## config.mk

```make
export PLATFORM = sky130hd
export DESIGN_NAME = sync_fifo
export DESIGN_NICKNAME = d
export VERILOG_FILES = /design/src/rtl/sync_fifo_pkg.sv /design/src/rtl/sync_fifo_mem.sv /design/src/rtl/sync_fifo.sv
export SDC_FILE = /design/constraint.sdc
export NUM_CORES = 1
export LEC_CHECK = 0
export ABC_AREA = 1
export BUFFER_PORTS_ARGS = -buffer_cell sky130_fd_sc_hd__buf_4
export CORE_MARGIN = 3
export CORE_UTILIZATION = 55
export DETAILED_ROUTE_END_ITERATION = 8
export MAX_ROUTING_LAYER = met4
export PLACE_DENSITY = 0.73
export SETUP_SLACK_MARGIN = 0.3
export SKIP_LAST_GASP = 1
export SLEW_MARGIN = 20
export SYNTH_ARGS = -nofsm -noshare
export SYNTH_HDL_FRONTEND = slang
export SYNTH_HIERARCHICAL = 1
export SYNTH_SLANG_ARGS = --single-unit
```

## constraint.sdc

```tcl
create_clock -name clk -period 2.35 [get_ports clk]
set_input_delay 0.235 -clock clk [delete_from_list [all_inputs] [get_ports clk]]
set_output_delay 0.235 -clock clk [all_outputs]
set_load 0.005 [all_outputs]
```

## src/rtl/sync_fifo_pkg.sv

```systemverilog
// Shared defaults for the sync_fifo block and its storage sub-module.
package sync_fifo_pkg;
    localparam int DEF_WIDTH = 8;
    localparam int DEF_DEPTH = 8;
endpackage

```

## src/rtl/sync_fifo_mem.sv

```systemverilog
// width x depth register-array RAM: synchronous write port, registered read port.
// Read data appears one cycle after i_rd_en and holds otherwise; rst clears only the read register.
module sync_fifo_mem
    import sync_fifo_pkg::*;
#(
    parameter int width = DEF_WIDTH,
    parameter int depth = DEF_DEPTH,
    localparam int AW   = $clog2(depth)
) (
    input  logic             clk,
    input  logic             rst,
    input  logic             i_wr_en,
    input  logic [AW-1:0]    i_wr_addr,
    input  logic [width-1:0] i_wr_dat,
    input  logic             i_rd_en,
    input  logic [AW-1:0]    i_rd_addr,
    output logic [width-1:0] o_rd_dat
);

    logic [width-1:0] r_mem [depth];
    logic [width-1:0] r_rd_dat;

    // Storage is deliberately left out of reset; only the output register is cleared.
    always_ff @(posedge clk) begin
        if (i_wr_en) begin
            r_mem[i_wr_addr] <= i_wr_dat;
        end
    end

    always_ff @(posedge clk) begin
        if (rst) begin
            r_rd_dat <= '0;
        end else if (i_rd_en) begin
            r_rd_dat <= r_mem[i_rd_addr];
        end
    end

    assign o_rd_dat = r_rd_dat;

endmodule

```

## src/rtl/sync_fifo.sv

```systemverilog
// Single-clock FIFO with registered read data; one-cycle read latency, no fall-through.
// Writes while full and reads while empty are silently dropped; flags decode from registered pointers.
module sync_fifo
    import sync_fifo_pkg::*;
#(
    parameter int width = DEF_WIDTH,
    parameter int depth = DEF_DEPTH
) (
    input  logic             clk,
    input  logic             rst,
    input  logic             w_en,
    input  logic             r_en,
    input  logic [width-1:0] data_in,
    output logic [width-1:0] data_out,
    output logic             full,
    output logic             empty
);

    localparam int AW = $clog2(depth);
    localparam logic [AW:0] PTR_ONE = (AW+1)'(1);

    logic [AW:0] r_wptr;
    logic [AW:0] r_rptr;
    logic        w_full;
    logic        w_empty;
    logic        w_wr_acc;
    logic        w_rd_acc;

    // The extra MSB distinguishes a full wrap from empty when the address bits match.
    assign w_empty  = (r_wptr == r_rptr);
    assign w_full   = (r_wptr[AW-1:0] == r_rptr[AW-1:0]) && (r_wptr[AW] != r_rptr[AW]);
    assign w_wr_acc = w_en && !w_full;
    assign w_rd_acc = r_en && !w_empty;

    always_ff @(posedge clk) begin
        if (rst) begin
            r_wptr <= '0;
            r_rptr <= '0;
        end else begin
            if (w_wr_acc) begin
                r_wptr <= r_wptr + PTR_ONE;
            end
            if (w_rd_acc) begin
                r_rptr <= r_rptr + PTR_ONE;
            end
        end
    end

    sync_fifo_mem #(
        .width (width),
        .depth (depth)
    ) u_mem (
        .clk       (clk),
        .rst       (rst),
        .i_wr_en   (w_wr_acc),
        .i_wr_addr (r_wptr[AW-1:0]),
        .i_wr_dat  (data_in),
        .i_rd_en   (w_rd_acc),
        .i_rd_addr (r_rptr[AW-1:0]),
        .o_rd_dat  (data_out)
    );

    assign full  = w_full;
    assign empty = w_empty;

endmodule

```

# After elaboration in Yosys (flattened, before gate mapping)
# Memories as Yosys holds them, arrays and structs flattened. A register that Yosys moved wholly into a read port is not among the register bits.
# Cells that the tools add are included.
# op_classes
addsub	2
n_eq_ne	3
n_mux	2
n_reduce_logical	5
# ops
operator	n
adder 4 x 1 -> 4 bit, second input constant	2
equality test 4 bit	1
equality test 3 bit	1
logical AND 1 bit	3
zero test 1 bit	2
two-way mux 1 bit	2
!= test 1 bit	1
# totals
regBits	8
ramBits	64
in_bits	12
output_inout_bits	10
elab_cells	15
memories	1
# memory_table
name	depth	word_bits	rd	rd_clocked_by_memory_dff	wr	line	text
u_mem.r_mem	8	8	1	1	1	sync_fifo_mem.sv:20	logic [width-1:0] r_mem [depth];

# Depth between registers and ports, before layout
# Gate-level depths: netlist (run 1).
# logic_depth
ltp_word	6
depth_mapped	10
ltp_nobuf	9

# Hierarchy
# The synthesis (run 1) kept the hierarchy.
# by_module_without_submodules
mod	instances	cells_per_inst	area_each_um2	seq_area_each_um2
sync_fifo_mem	1	305	3105.5	2082.0
sync_fifo	1	80	506.7	160.2

# Worst setup path after synthesis (run 1)
# No wires, ideal clock.
# synth_timing
path_kind	register to register
start	reg r_rptr[0]
end	mem u_mem/r_mem[1][0] (netlist name), enable pin
setup_ns	0.370
arrival_ns	1.354
required_time_ns	1.980
setup_slack_ns	0.626
stages_incl_launch_ff	9
path_buffers	0
period_less_slack_ns	1.724
cell_sequence	dfxtp_1 -> inv_1 -> nand2_1 -> nand2_2 -> nand4_2 -> nand2_1 -> inv_1 -> nand2_1 -> nor2_1
# synth_via
elab_chain_cells	6
# synth_lines
item	line	text
start, declared	sync_fifo.sv:23	logic [AW:0] r_rptr;
start signal, assigned	sync_fifo.sv:44	r_rptr <= r_rptr + PTR_ONE;
equality test 3 bit	sync_fifo.sv:31	assign w_full = (r_wptr[AW-1:0] == r_rptr[AW-1:0]) && (r_wptr[AW] != r_rptr[AW]);
logical AND 1 bit	sync_fifo.sv:31	
zero test 1 bit	sync_fifo.sv:32	assign w_wr_acc = w_en && !w_full;
logical AND 1 bit	sync_fifo.sv:32	
via w_wr_acc	sync_fifo.sv:26	logic w_wr_acc;
two-way mux 1 bit	sync_fifo_mem.sv:25	if (i_wr_en) begin
two-way mux 1 bit (not written as such)	sync_fifo_mem.sv:26	r_mem[i_wr_addr] <= i_wr_dat;
end, declared	sync_fifo_mem.sv:20	
# The timed path passes the listed nets, and every way through them passes these cells.

# Final worst setup path (run 1)
# layout_timing
start	reg r_rptr[1]
end	mem u_mem/r_mem[3][6] (netlist name), enable pin
# Same word-level chain as after synthesis.

==> results of run 1 <==
## worst paths after layout
| path | start | to | slack (ps) | cells after the start |
|---|---|---|---|---|
| max reg2reg | r_rptr[1] | u_mem/r_mem[3][6] | 370 | 8 |
| min reg2reg | r_rptr[3] | r_rptr[3] | 530 | 2 |
| min | data_in[0] | u_mem/r_mem[7][0] | 130 | 1 |
| max | r_rptr[1] | u_mem/r_mem[3][6] | 370 | 8 |
## power by group through the flow
stage / Combinational (mW) / Sequential [mW] / Clock, mW
5_1_grt: 0.515 / 1.62 / 1.05
3_3_place_gp: 0.451 / 1.64 / 0
4_1_cts: 0.459 / 1.61 / 0.980
6_report: 0.455 / 1.61 / 0.959
2_1_floorplan: 0.315 / 1.64 / 0
3_5_place_dp: 0.458 / 1.64 / 0
## cell type report
class / instances / area, um2 / share of cell area
flip-flops and latches: 80 / 2240 / 0.556
multi-input cells: 207 / 953 / 0.237
inverters: 86 / 328 / 0.0813
repair buffers: 30 / 225 / 0.0559
clock buffers: 10 / 128 / 0.0317
well taps: 75 / 93.8 / 0.0233
clock inverters: 6 / 60.1 / 0.0149
## metrics by stage
stage / setup WS (ps) / hold WS, ps / utilization / area, um2 / power, mW
after floorplan: 626 / 334 / - / 3610 / 1.96
after global placement: 475 / 493 / 0.626 / 3840 / 2.09
after detailed placement: 421 / 496 / 0.626 / 3840 / 2.10
after CTS: 391 / 123 / 0.657 / 4030 / 3.05
after global routing: 240 / 125 / 0.657 / 4030 / 3.19
final: 374 / 132 / 0.657 / 4030 / 3.03
## cells by family after synthesis
kind of cell,Yosys count,share of synthesized area
DFF,80,0.621
and+or+nand+nor,179,0.213
adders and majority gates,2,0.00693
AOI/OAI and AO/OA,24,0.0374
xor gates and xnor gates,2,0.00485
buffers and inverters,98,0.117
## routing by layer
| metal | part of all wire | global-route usage | up-vias |
|---|---|---|---|
| li1 | - | - | 1274 |
| met1 | 0.43 | 0.274 | 1166 |
| met2 | 0.50 | 0.338 | 58 |
| met3 | 0.057 | 0.0464 | 9 |
| met4 | 0.013 | 0.0878 | 0 |
| met5 | 0 | - | - |
## synthesized netlist by cell type (4+ instances only)
cell	number	area, um2
a21oi_2	4	35.0
buf_2	6	30.0
edfxtp_1	64	1920
dfxtp_1	16	320
nand2_1	98	368
a21oi_1	12	60.1
nand3_1	57	285
o21ai_0	8	40.0
buf_6	5	56.3
inv_1	84	315
nor2_1	18	67.6
## what timing repair did
action / 4_1_cts / 5_1_grt
endpoints found under the setup margin: 0 / 38
setup buffers: 0 / 0
resized for setup: 0 / 2
hold buffers: 0 / 0
## worst reg2reg max path: cells and delay by family, from the launching register on
kind / cells / cell delay, ps
buffers and inverters: 2 / 160
flip-flops: 1 / 440
AND/OR/NAND/NOR: 6 / 1010
## state kept, by name, indices dropped and copies added, names as in the netlist
name	cells
r_wptr	4
r_rptr	4
u_mem/r_mem	64
u_mem/o_rd_dat	8
==> qor.yml, run 1 <==
final_cell_mix: "nand2_1 (98), inv_1 (84), edfxtp_1 (64), nand3_1 (57), buf_4 (30)"
pwr-share-comb: 0.150
power.leakage_nw: 1.83
max_slew_margin: 0.530
design.core.area_um2: 6130
synthArstFlopShare: 0
setup_viol: 0
grtUsageTotal: 0.216
die_y_um: 87.0
setup_tns_ps: 0
insertion_delay_ps: 350
drive_gt1_frac: 0.138
critPathKind: "register to register"
max_freq_mhz: 506
yosysSeqAreaShare: 0.621
p_sw_mw: 0.792
hold_path.class: "primary input to register"
synth_nets: 399
cp_common_cell: "nand2_1"
h-tree-depth: 3
powerDensity_nw_per_um2: 751
worstPathCellList: "inv_1, nand2_1, nand2_1, nand4_2, nand2_1, inv_1, nand2_1, nor2_1"
p_int_mw: 2.23
cp_top_family: "simple AND/OR/NAND/NOR gates"
pwr-share-clk: 0.317
avgSynthCellArea_um2: 9.38
fp-row-count: 28
mostFrequentLayoutCell: "nand2_1"
period_minus_slack_ps: 1980
cts_tree: "yes"
grt_max_degree: 33
post-place-cells: 478
start_kind: "register"
drt_first_pass_iters: 4
crit_fanout: 8
fin_cells: 494
outcome: "finished clean"
swShare: 0.262
portBuffers: 21
root_buffer: "clkbuf_8"
critical_path_buf_inv_count: 2
die_area_um2: 7580
drt_iter0_markers: 205
drc_errors: 0
antenna_left: 0
nFillCells: 489
ir_drop_v: 0.000449
wire_per_inst_um: 14.2
pin_count: 22
cp_slowest_cell: "nor2_1"
max_stage_delay_ps: 590
vias: 2507
syn-instance-count: 385
rsz0062_at_grt: "yes"
worst_slew_pin_slew_ps: 703
path_clk_slew_ps: 80
hpwl_um: 4930
grt_pass1_wl_um: 11700
pwr-share-seq: 0.533
area_growth_pct: 11.6
final_hold_viol_count: 0
end_kind: "register"
ys_warn_count: 6
synth-seq-cells: 80
gp_congestion: 0.875
maxCapViolCount: 0
fin_crit_sh: 0.841
die-width_um: 87.0
viasPerCell: 5.07
ys_types: 22
antenna_found_initial: 0
critical_path_arrival_ps: 1960
synthesis.area_um2: 3610
worstPathRequired_ps: 2330
n_antenna_cell: 0
cts.sinks: 80
fin_skew_ps: 5.97
overflow: 0
cts_buffers: 9
synth_edf_count: 64
cts_buffer_depth: 2
totalWireLength_um: 7010
nNetsFinal: 428
grt_pass1_vias: 2411
report.final.slew_viol_count: 0
start_util: 0.589
ys.flop_type: "edfxtp_1"
Note: power is estimated with default switching activity, not from simulation.
==> run 2, diff against run 1 <==
- CORE_UTILIZATION: 55 -> 54
- PLACE_DENSITY: 0.73 -> 0.75
- clock period: 2.35 -> 1.6 ns (I/O delays scaled with it)
==> qor.yml, run 2 (synthesized netlist as in run 1, its figures left out) <==
outcome: "finished clean"
die-width_um: 87.8  # +0.86%
gp_congestion: 0.871  # -0.53%
wire_per_inst_um: 18.8  # +33%
max_slew_margin: 0.806  # +0.276
crit_fanout: 3  # -5
end_kind: "primary output"
mostFrequentLayoutCell: "inv_1"
overflow: 0  # unchanged
power_mw: 5.14  # +70%
setup_ws_ps: 43.2  # -331 ps
regMostFlops: "u_mem/r_mem"
insertion_delay_ps: 350  # about the same
maxCapViolCount: 0  # unchanged
final_hold_viol_count: 0  # unchanged
critPathKind: "register to primary output"
grt_pass1_vias: 2669  # +11%
ff2ff_path_depth: 6  # -2
largest_reg_flops: 64  # unchanged
cts_buffers: 9  # unchanged
r2r-start: "r_rptr[2]"
cts_tree: "yes"
holdBufCountCts: 0  # unchanged
critical_path_arrival_ps: 1400  # -560 ps
portBuffers: 21  # unchanged
antenna_left: 0  # unchanged
grt_max_degree: 20  # -39%
r2r_end: "u_mem/r_mem[1][5]"
die_y_um: 87.8  # +0.86%
cts.sinks: 80  # unchanged
design.core.area_um2: 6420  # +4.8%
cts_buffer_depth: 2  # unchanged
hold_path.class: "primary input to register"
drt_iter0_markers: 355  # +73%
drive_gt1_frac: 0.461  # +0.322
hold_start: "data_in[2]"
pin_count: 22  # unchanged
max_freq_mhz: 642
setup_tns_ps: 0  # unchanged
power.leakage_nw: 2.20  # +20%
fin_skew_ps: 14.9  # +8.93 ps
dp_slack_ps: 71.2  # -350 ps
powerDensity_nw_per_um2: 1010  # +35%
viasPerCell: 5.55  # +9.3%
report.final.slew_viol_count: 0  # unchanged
stdcell_area_um2: 5080  # +26%
n_antenna_cell: 0  # unchanged
h-tree-depth: 3  # unchanged
drc_errors: 0  # unchanged
worst_slew_pin_slew_ps: 290  # -412 ps
worstPathRequired_ps: 1440  # -890 ps
start_util: 0.562  # -0.0267
ir_drop_v: 0.000744  # +66%
fin_crit_sh: 0.973
area_growth_pct: 40.7
die_area_um2: 7710  # +1.7%
path_clk_slew_ps: 90  # about the same
place_area_um2: 3950  # +2.9%
final_cell_mix: "inv_1 (74), edfxtp_1 (64), nand2_1 (47), buf_4 (42), nand3_2 (34)"
vias: 2906  # +16%
hold_depth: 1  # unchanged
drt_first_pass_iters: 5  # +1
antenna_found_initial: 0  # unchanged
rsz0062_at_grt: "yes"
totalWireLength_um: 9850  # +41%
setup_viol: 0  # unchanged
fp-row-count: 29  # +3.6%
start_kind: "register"
hold_path_end: "u_mem/r_mem[2][2]"
ff2ff_setup_slack_ps: 110  # -260 ps
root_buffer: "clkbuf_8"
hpwl_um: 5090  # +3.4%
period_minus_slack_ps: 1560
grt_pass1_wl_um: 13900  # +18%
nNetsFinal: 456  # +6.5%
grtUsageTotal: 0.262  # +0.0460
-- run 2: cell count changes in the layout (fill, tap and decap cells not counted), moves of 10 or more --
cell and delta:
nand2_1 -51, nand3_1 -39, nand3_2 +34, buf_4 +12
nand2_4 +14, nand2_2 +32, inv_1 -10, nor2_4 +10
-- run 2: per-layer routing --
| layer | global-route usage | wire length, um | part of all wire |
|---|---|---|---|
| met1 | 0.318 | 3680 | 0.37 |
| met3 | 0.0320 | 699 | 0.071 |
| met4 | 0.176 | 281 | 0.029 |
| met5 | - | 0 | 0 |
| met2 | 0.410 | 5190 | 0.53 |
-- run 2: how the worst max path moves through the flow --
stage                                    to  startpoint
final                                 empty   r_rptr[2]
after detailed placement  u_mem/o_rd_dat[6]   r_rptr[0]
after floorplan           u_mem/r_mem[4][0]   r_wptr[0]
after CTS                 u_mem/r_mem[4][4]   r_rptr[3]
after global routing                  empty   r_rptr[2]
after global placement    u_mem/r_mem[6][5]   r_rptr[0]
-- run 2: critical path, cell delays in order, from the launching register on --
cell and delay [ps]:
dfxtp_2 430, xor2_1 290, nor2_4 80, nand2_8 80, inv_4 40, buf_4 130
-- run 2: what timing repair did --
action / CTS / global route
resized for setup: 116 / 44
setup endpoints to repair: 74 / 78
pin swaps: 39 / 27
buffers inserted: 20 / 6
cloned: 5 / 0
-- run 2: area by class of cell --
cell class | count | area [um2]
Clock buffer | 14 | 185
Clock inverter | 2 | 10.0
Fill cell | 358 | 1340
Inverter | 86 | 363
Multi-Input combinational cell | 207 | 1570
Sequential cell | 80 | 2260
Tap cell | 77 | 96.3
Timing Repair Buffer | 55 | 546
Timing Repair inverter | 3 | 51.3
-- run 2: where the power goes --
group	internal, mW	leakage [nW]	switching, mW
combinational	0.534	1.38	0.786
sequential	2.33	0.718	0.0437
clock	0.751	0.101	0.702
total	3.61	2.20	1.53
-- run 2: metrics by stage --
| stage | std cells | util | hold WS (ps) |
|---|---|---|---|
| floorplan | 385 | - | 259 |
| global placement | 477 | 0.615 | 420 |
| detailed placement | 477 | 0.615 | 414 |
| CTS | 518 | 0.753 | 51.9 |
| global route | 524 | 0.792 | 60.7 |
| finish | 524 | 0.792 | 61.7 |
==> run 3, diff against run 2 <==
- CORE_UTILIZATION: 54 -> 30
- PLACE_DENSITY: 0.75 -> 0.47
==> qor.yml, run 3 (synthesized netlist as in run 1, its figures left out) <==
outcome: "finished clean"
design.core.area_um2: 11600  # +81%
mostFrequentLayoutCell: "nand2_1"
n_antenna_cell: 0  # unchanged
root_buffer: "clkbuf_16"
viasPerCell: 4.44  # -20%
drc_errors: 0  # unchanged
finish.utilization: 0.405  # -0.387
max_stage_delay_ps: 360  # -70 ps
start_util: 0.311  # -0.251
cts_buffer_depth: 2  # unchanged
cts.sinks: 80  # unchanged
critical_path_arrival_ps: 1460  # +60 ps
crit_fanout: 8  # +5
path_clk_slew_ps: 60  # -30 ps
nFillCells: 1157  # +220%
rsz0062_at_grt: "yes"
powerDensity_nw_per_um2: 1100  # +8.6%
fp-row-count: 39  # +34%
period_minus_slack_ps: 1450  # -108 ps
wire_per_inst_um: 14.9  # -21%
max_freq_mhz: 690  # +7.4%
gp_congestion: 0.810  # -6.9%
power_mw: 5.16  # +0.36%
final_cell_mix: "nand2_1 (88), inv_1 (75), edfxtp_1 (64), nand3_1 (57), buf_4 (32)"
grt_pass1_wl_um: 13300  # -4.0%
portBuffers: 21  # unchanged
hold_path.class: "primary input to register"
grt_max_degree: 33  # +65%
setup_viol: 0  # unchanged
die_y_um: 116  # +32%
cts_buffers: 9  # unchanged
regMostFlops: "u_mem/r_mem"
overflow: 0  # unchanged
report.final.slew_viol_count: 0  # unchanged
pin_count: 22  # unchanged
drt_first_pass_iters: 4  # -1
hpwl_um: 5580  # +9.6%
setup_ws_ps: 151  # +108 ps
antenna_left: 0  # unchanged
end_kind: "register"
max_slew_margin: 0.673  # -0.133
antenna_found_initial: 0  # unchanged
start_kind: "register"
final_hold_viol_count: 0  # unchanged
worstPathCellList: "inv_2, nand2_2, nand2_2, nand4_4, nand2_2, clkinv_4, nand2_8, nor2_4"
ir_drop_v: 0.000467  # -37%
h-tree-depth: 3  # unchanged
maxCapViolCount: 0  # unchanged
fin_skew_ps: 9.11  # -5.80 ps
cp_slowest_cell: "dfxtp_4"
grt_pass1_vias: 2372  # -11%
fin_crit_sh: 0.906  # -0.0674
cts_tree: "yes"
dp_slack_ps: 79.2  # +7.93 ps
totalWireLength_um: 8620  # -12%
critical_path_buf_inv_count: 2  # unchanged
largest_reg_flops: 64  # unchanged
stdcell_area_um2: 4700  # -7.6%
grtUsageTotal: 0.139  # -0.123
insertion_delay_ps: 340  # about the same
die_area_um2: 13400  # +74%
worst_slew_pin_slew_ps: 490  # +199 ps
nNetsFinal: 444  # -2.6%
die-width_um: 116  # +32%
drive_gt1_frac: 0.276  # -0.185
area_growth_pct: 30.1
drt_iter0_markers: 153  # -57%
critPathKind: "register to register"
power.leakage_nw: 2.00  # -9.0%
vias: 2567  # -12%
setup_tns_ps: 0  # unchanged
place_area_um2: 4040  # +2.3%
cp_common_cell: "nand2_2"
cp_top_family: "simple AND/OR/NAND/NOR gates"
worstPathRequired_ps: 1610  # +170 ps
## run 3: changes by cell type in the layout (fill, tap and decap cells not counted), moves of 8 or more
cell,previous run,this run
nand2_1,47,88
clkbuf_8,9,0
nand3_2,34,0
buf_4,42,32
nand3_1,18,57
clkbuf_16,2,10
nand2_4,15,3
nand2_2,33,7
## run 3: what timing repair did
item,CTS,global route
pin swaps,13,19
gates resized for setup,16,46
endpoints found under the hold margin,0,0
gates cloned,0,1
endpoints found under the setup margin,74,82
hold buffers,0,0
buffers inserted,13,2
## run 3: worst paths after layout
check	from	slack, ps	cells after the start	to
max	r_rptr[3]	150	8	u_mem/r_mem[7][7]
min	data_in[1]	90	1	u_mem/r_mem[5][1]
max reg2reg	r_rptr[3]	150	8	u_mem/r_mem[7][7]
min reg2reg	u_mem/o_rd_dat[0]	520	2	u_mem/o_rd_dat[0]
## run 3: area by class of cell
class	count	area, um2	area share
sequential	80	2270	0.483
multi-input combinational	207	1180	0.251
timing repair buffer	46	455	0.0969
inverter	86	353	0.0751
clock buffer	12	236	0.0503
tap	143	179	0.0381
clock inverter	4	25.0	0.00532
## run 3: power breakdown
| group | switching (mW) | internal (mW) | total [mW] | leakage [nW] |
|---|---|---|---|---|
| Sequential | 0.0511 | 2.32 | 2.38 | 0.718 |
| Clock | 0.785 | 1.05 | 1.83 | 0.123 |
| Combinational | 0.566 | 0.390 | 0.955 | 1.16 |
## run 3: through the flow
stage / hold WS, ps / instances
floorplan: 259 / 385
CTS: 81.6 / 575
global placement: 428 / 546
finish: 85.6 / 578
global route: 87.3 / 578
detailed placement: 436 / 546
## run 3: layer usage
metal / vias to the layer above / global-route usage / routed length (um)
met5: - / - / 0
met4: 0 / 0.0596 / 207
met3: 12 / 0.0277 / 392
met2: 62 / 0.188 / 3780
met1: 1184 / 0.201 / 4240
li1: 1309 / - / -
